==> src/rtl/uart_tx_arbiter.sv <==
// Round-robin arbiter that lends one uart_txB transmitter to NREQ byte-stream
// requesters. It grants the transmitter for a whole message and drives the
// Tx_start / Tx_EN / Tx_done handshake one byte at a time.
module uart_tx_arbiter #(
  parameter int NREQ      = 4,
  parameter int DW        = 8,
  parameter int MAX_BYTES = 64,
  parameter int GAP_CYC   = 0
) (
  input  logic              clk,
  input  logic              rst,
  input  logic [NREQ-1:0]   req_valid,
  input  logic [NREQ*DW-1:0] req_data,
  input  logic [NREQ-1:0]   req_last,
  output logic [NREQ-1:0]   req_ready,
  output logic [NREQ-1:0]   grant,
  output logic              busy,
  output logic [DW-1:0]     tx_data,
  output logic              Tx_start,
  input  logic              Tx_EN,
  input  logic              Tx_done,
  output logic              err_overlen
);

  localparam int PW = (NREQ > 1) ? $clog2(NREQ) : 1;
  localparam int CW = $clog2(MAX_BYTES + 1);
  localparam int GW = (GAP_CYC > 1) ? $clog2(GAP_CYC) : 1;

  localparam logic [CW-1:0] CNT_MAX  = CW'(MAX_BYTES);
  localparam logic [GW-1:0] GAP_LAST = (GAP_CYC > 0) ? GW'(GAP_CYC - 1) : '0;
  localparam logic [PW-1:0] PTR_LAST = PW'(NREQ - 1);

  typedef enum logic [2:0] {IDLE, LOAD, START, WAIT_DONE, GAP} state_t;

  state_t        state;
  logic [PW-1:0] ptr;
  logic [PW-1:0] owner;
  logic [PW-1:0] pick;
  logic [PW-1:0] idx;
  logic          pick_found;
  logic [CW-1:0] cnt;
  logic [GW-1:0] gap_cnt;
  logic          last_q;
  logic          xfer;
  logic          msg_end;

  // Round-robin search starting at ptr, wrapping modulo NREQ.
  always_comb begin
    pick       = '0;
    idx        = '0;
    pick_found = 1'b0;
    for (int unsigned i = 0; i < NREQ; i++) begin
      idx = PW'((32'(ptr) + i) % 32'(NREQ));
      if (!pick_found && req_valid[idx]) begin
        pick       = idx;
        pick_found = 1'b1;
      end
    end
  end

  // Handshake decodes and status outputs.
  always_comb begin
    xfer        = (state == LOAD) && Tx_EN && req_valid[owner];
    msg_end     = (state == WAIT_DONE) && Tx_done && (last_q || (cnt == CNT_MAX));
    err_overlen = (state == WAIT_DONE) && Tx_done && !last_q && (cnt == CNT_MAX);
    Tx_start    = (state == START);
    busy        = (state != IDLE);
    req_ready   = '0;
    if ((state == LOAD) && Tx_EN) begin
      req_ready = grant;
    end
  end

  // Message sequencer: arbitrate, load byte, pulse start, await done, optional gap.
  always_ff @(posedge clk) begin
    if (rst) begin
      state   <= IDLE;
      grant   <= '0;
      ptr     <= '0;
      owner   <= '0;
      cnt     <= '0;
      gap_cnt <= '0;
      tx_data <= '0;
      last_q  <= 1'b0;
    end else begin
      case (state)
        IDLE: begin
          if (pick_found) begin
            owner <= pick;
            grant <= {{(NREQ-1){1'b0}}, 1'b1} << pick;
            cnt   <= '0;
            state <= LOAD;
          end
        end
        LOAD: begin
          if (xfer) begin
            tx_data <= req_data[int'(owner)*DW +: DW];
            last_q  <= req_last[owner];
            cnt     <= cnt + 1'b1;
            state   <= START;
          end
        end
        START: begin
          state <= WAIT_DONE;
        end
        WAIT_DONE: begin
          if (msg_end) begin
            grant   <= '0;
            ptr     <= (owner == PTR_LAST) ? '0 : owner + 1'b1;
            gap_cnt <= '0;
            state   <= (GAP_CYC > 0) ? GAP : IDLE;
          end else if (Tx_done) begin
            state <= LOAD;
          end
        end
        GAP: begin
          if (gap_cnt == GAP_LAST) begin
            state <= IDLE;
          end else begin
            gap_cnt <= gap_cnt + 1'b1;
          end
        end
        default: state <= IDLE;
      endcase
    end
  end

endmodule

==> config.mk <==
export PLATFORM = sky130hd
export DESIGN_NAME = uart_tx_arbiter
export DESIGN_NICKNAME = d
export VERILOG_FILES = /design/src/rtl/uart_tx_arbiter.sv
export SDC_FILE = /design/constraint.sdc
export NUM_CORES = 1
export LEC_CHECK = 0
export CORE_MARGIN = 1
export CORE_UTILIZATION = 40
export DETAILED_ROUTE_END_ITERATION = 8
export GPL_ROUTABILITY_DRIVEN = 0
export PLACE_DENSITY = 0.75
export SKIP_LAST_GASP = 1
export SYNTH_ARGS = -nofsm -noshare
export SYNTH_HDL_FRONTEND = slang
export SYNTH_SLANG_ARGS = --single-unit
==> constraint.sdc <==
create_clock -name clk -period 2.3 [get_ports clk]
set_input_delay 0.69 -clock clk [delete_from_list [all_inputs] [get_ports clk]]
set_output_delay 0.69 -clock clk [all_outputs]
set_load 0.02 [all_outputs]
==> summary.txt <==
Cell variety after synth - 43
Number of max-cap violations - 0
Drc violations - 0
Finished Layout Cells - 319
# IOs - 63
Worst path slowest cell - clkdlybuf4s50_1
Rows - 22
Uppermost routed layer - met4
Final hold violations - 0
Drt total wl - 4.62 mm
Num Clock Sinks - 26
CTS root buf - clkbuf_8
Worst hold path type - flip-flop to flip-flop
Largest fanout on the critical path - 2
Vias - 1733
Peak supply drop - 0.000722 V
Final nets - 323
Critical-path cell list - clkdlybuf4s50_1 -> nand2_1 -> nor3_2 -> buf_4
CP Depth - 4
Setup WS pre-CTS - -0.445 ns
Yosys warning total - 0
Post-CTS Setup Bufs - 0
Filler Cell Count - 327
CP arrival - 1.55 ns
CP startpoint - Tx_done
Vias in the first global route - 1679
Starting DRT DRC Count - 90
Core area - 3740 µm²
Slew at the pin with the worst max-slew slack - 0.401 ns
GRT overflow - 0
Clk slew on worst S/H paths - 0.09 ns
Setup_tns - 0 ns
Die width - 65.1 µm
Synth top area share - 32.7%
Max-slew violation count - 0
Share of cells above drive strength 1 - 18.5%
Clk_lat worst skew - 0.27 ns
Cell taking the most area after synthesis - dfxtp_1
Mapped Area - 1590 µm²
#FFs+latches synth - 26
Dpl hpwl - 3.65 mm
Initial Util - 42.6%
Design Area, Final - 2530 µm²
Initial antenna violation count - 0
Dpl cells - 315
Cells after Synth - 183
LEAKAGE - 0.957 nW
Worst path required time - 1.61 ns
Post-Syn Nets - 234
Minimum clock period - 2.24 ns
Clock Skews - 0.00195 ns
Die area - 4240 µm²
Setup Viol. Count Final - 0
Crit path buf inv count - 2
EDFF count, synth - 0
Total CTS buffers - 3
Worst setup SP type - input pin
Bufs on Longest Clock Path - 2
Routed length on met2 - 2.39 mm
Area Growth Syn to Fin - 58.7%
FMAX - 446 MHz
First-pass GRT wire length - 7.62 mm
Area contributors post-synth - dfxtp_1, mux4_2, nand2_1
Status - completed
Vias per cell - 5.43
Fin worst setup slack - 0.0602 ns
Crit Path Category - input pin to output pin
Die height - 65.1 µm
RSZ-0062 raised after global routing - no
Crit end category - output pin
R2R depth - 6
Period utilisation layout - 97.4%
Ys async rst share - 0%
N_diodes - 0
Critical path's largest stage delay - 0.49 ns
FF-to-FF setup slack - 0.39 ns
DR WL met3 - 167 µm
Sequential cell area fraction in the yosys report - 32.7%
Syn_area_per_cell - 8.71 µm²
Post-synth top flop - dfxtp_1
End of the critical path - err_overlen
PortBufs - 62
Final Total Pwr - 1.71 mW
Largest net degree at the start of global routing - 20
DR WL/cell - 14.5 µm
DP Area - 2480 µm²
Global-route usage over all layers - 23.4%
Power per cell area - 677 nW/µm²
FF-to-FF End - grant[1]$_SDFFE_PP0P_
Max_slew headroom - 72.9%
CTS tree - done
Routed Antenna Nets - 0
CP top delay family - buffers and inverters
Metal-1 WL - 1.97 mm
Worst r2r src - state[0]$_SDFFE_PP0P_
H-tree depth - 1
Initial DRT Pass Iterations - 4
-- timing repair --
action | 4_1_cts | 5_1_grt
hold buffers | 0 | 0
setup endpoints to repair | 6 | 1
gates resized for setup | 18 | 2
pin swaps | 0 | 0
hold endpoints to repair | 0 | 0
-- power breakdown --
group	total, mW	leakage [nW]	internal (mW)	switching, mW
Sequential	0.538	0.211	0.501	0.0367
Clock	0.303	0.0288	0.153	0.149
Combinational	0.873	0.717	0.453	0.420
-- metrics by stage --
stage	hold slack (ns)	utilization, %
CTS	0.463	67.4
floorplan	0.462	-
global placement	0.441	66.2
detailed placement	0.449	66.2
global route	0.480	67.6
finish	0.461	67.6
-- final cells by class --
class / instances / area, µm² / share of cell area, %
timing repair buffer: 92 / 850 / 33.6
tap: 48 / 60.1 / 2.37
multi-input combinational: 139 / 1010 / 39.8
inverter: 10 / 37.5 / 1.48
clock buffer: 4 / 55.1 / 2.18
sequential: 26 / 520 / 20.6
-- worst register-to-register path, stage by stage (launching register included) --
cell	delay [ns]
dfxtp_1	0.34
ha_1	0.21
buf_4	0.14
nor2b_1	0.14
a211oi_1	0.26
or4b_1	0.50
o32ai_1	0.22
-- how the worst min path moves through the flow --
stage | startpoint | depth (start not counted) | endpoint | slack, ns
4_1_cts | tx_data[3]$_SDFFE_PP0P_ | 2 | tx_data[3]$_SDFFE_PP0P_ | 0.46
2_1_floorplan | last_q$_SDFFE_PP0P_ | 2 | last_q$_SDFFE_PP0P_ | 0.46
5_1_grt | tx_data[6]$_SDFFE_PP0P_ | 2 | tx_data[6]$_SDFFE_PP0P_ | 0.48
3_3_place_gp | tx_data[4]$_SDFFE_PP0P_ | 2 | tx_data[4]$_SDFFE_PP0P_ | 0.44
6_report | tx_data[5]$_SDFFE_PP0P_ | 2 | tx_data[5]$_SDFFE_PP0P_ | 0.46
3_5_place_dp | tx_data[3]$_SDFFE_PP0P_ | 2 | tx_data[3]$_SDFFE_PP0P_ | 0.45
-- cell usage in the layout (no fill, tap or decap), types with 3 or more instances in the layout --
| master | synthesis | layout |
|---|---|---|
| dfxtp_1 | 26 | 26 |
| nand2_1 | 32 | 32 |
| and3_1 | 5 | 5 |
| a21oi_1 | 21 | 21 |
| ha_1 | 7 | 7 |
| nand3_1 | 3 | 3 |
| clkbuf_8 | 0 | 4 |
| o32ai_1 | 5 | 5 |
| o21ai_0 | 6 | 6 |
| clkdlybuf4s50_1 | 0 | 55 |
| nor2_1 | 8 | 8 |
| inv_1 | 10 | 10 |
| mux4_2 | 10 | 10 |
| buf_4 | 0 | 30 |
| o22ai_1 | 3 | 3 |
| and2_1 | 3 | 3 |
| or4_1 | 3 | 3 |
-- cells by family (layout without fill, tap and decap cells) --
logic type	Yosys count	count (layout)	synth area share (%)
AND/OR/NAND/NOR	68	68	21.0
AO/OA/AOI/OAI	50	50	20.0
flip-flops	26	26	32.7
buffers and inverters	18	106	4.47
multiplexers	11	11	14.8
adder cells (fa/ha/maj)	7	7	5.49
XOR/XNOR	3	3	1.65
-- cells in the mapped netlist, types with 5 or more instances --
master    number
mux4_2        10
dfxtp_1       26
a21oi_1       21
o32ai_1        5
and3_1         5
clkbuf_1       5
o21ai_0        6
nand2_1       32
ha_1           7
nor2_1         8
inv_1         10
-- state kept, by name (all words and copies together), names as in the netlist --
| register | flops |
|---|---|
| cnt | 7 |
| ptr | 2 |
| state | 2 |
| last_q | 1 |
| owner | 2 |
| tx_data | 8 |
| grant | 4 |
-- layer usage --
layer / GRT usage [%] / vias to the layer above
li1: - / 856
met1: 28.0 / 827
met2: 42.1 / 42
met3: 3.82 / 8
met4: 7.88 / 0
met5: 0 / -
Power figures use the tool's default switching activity.
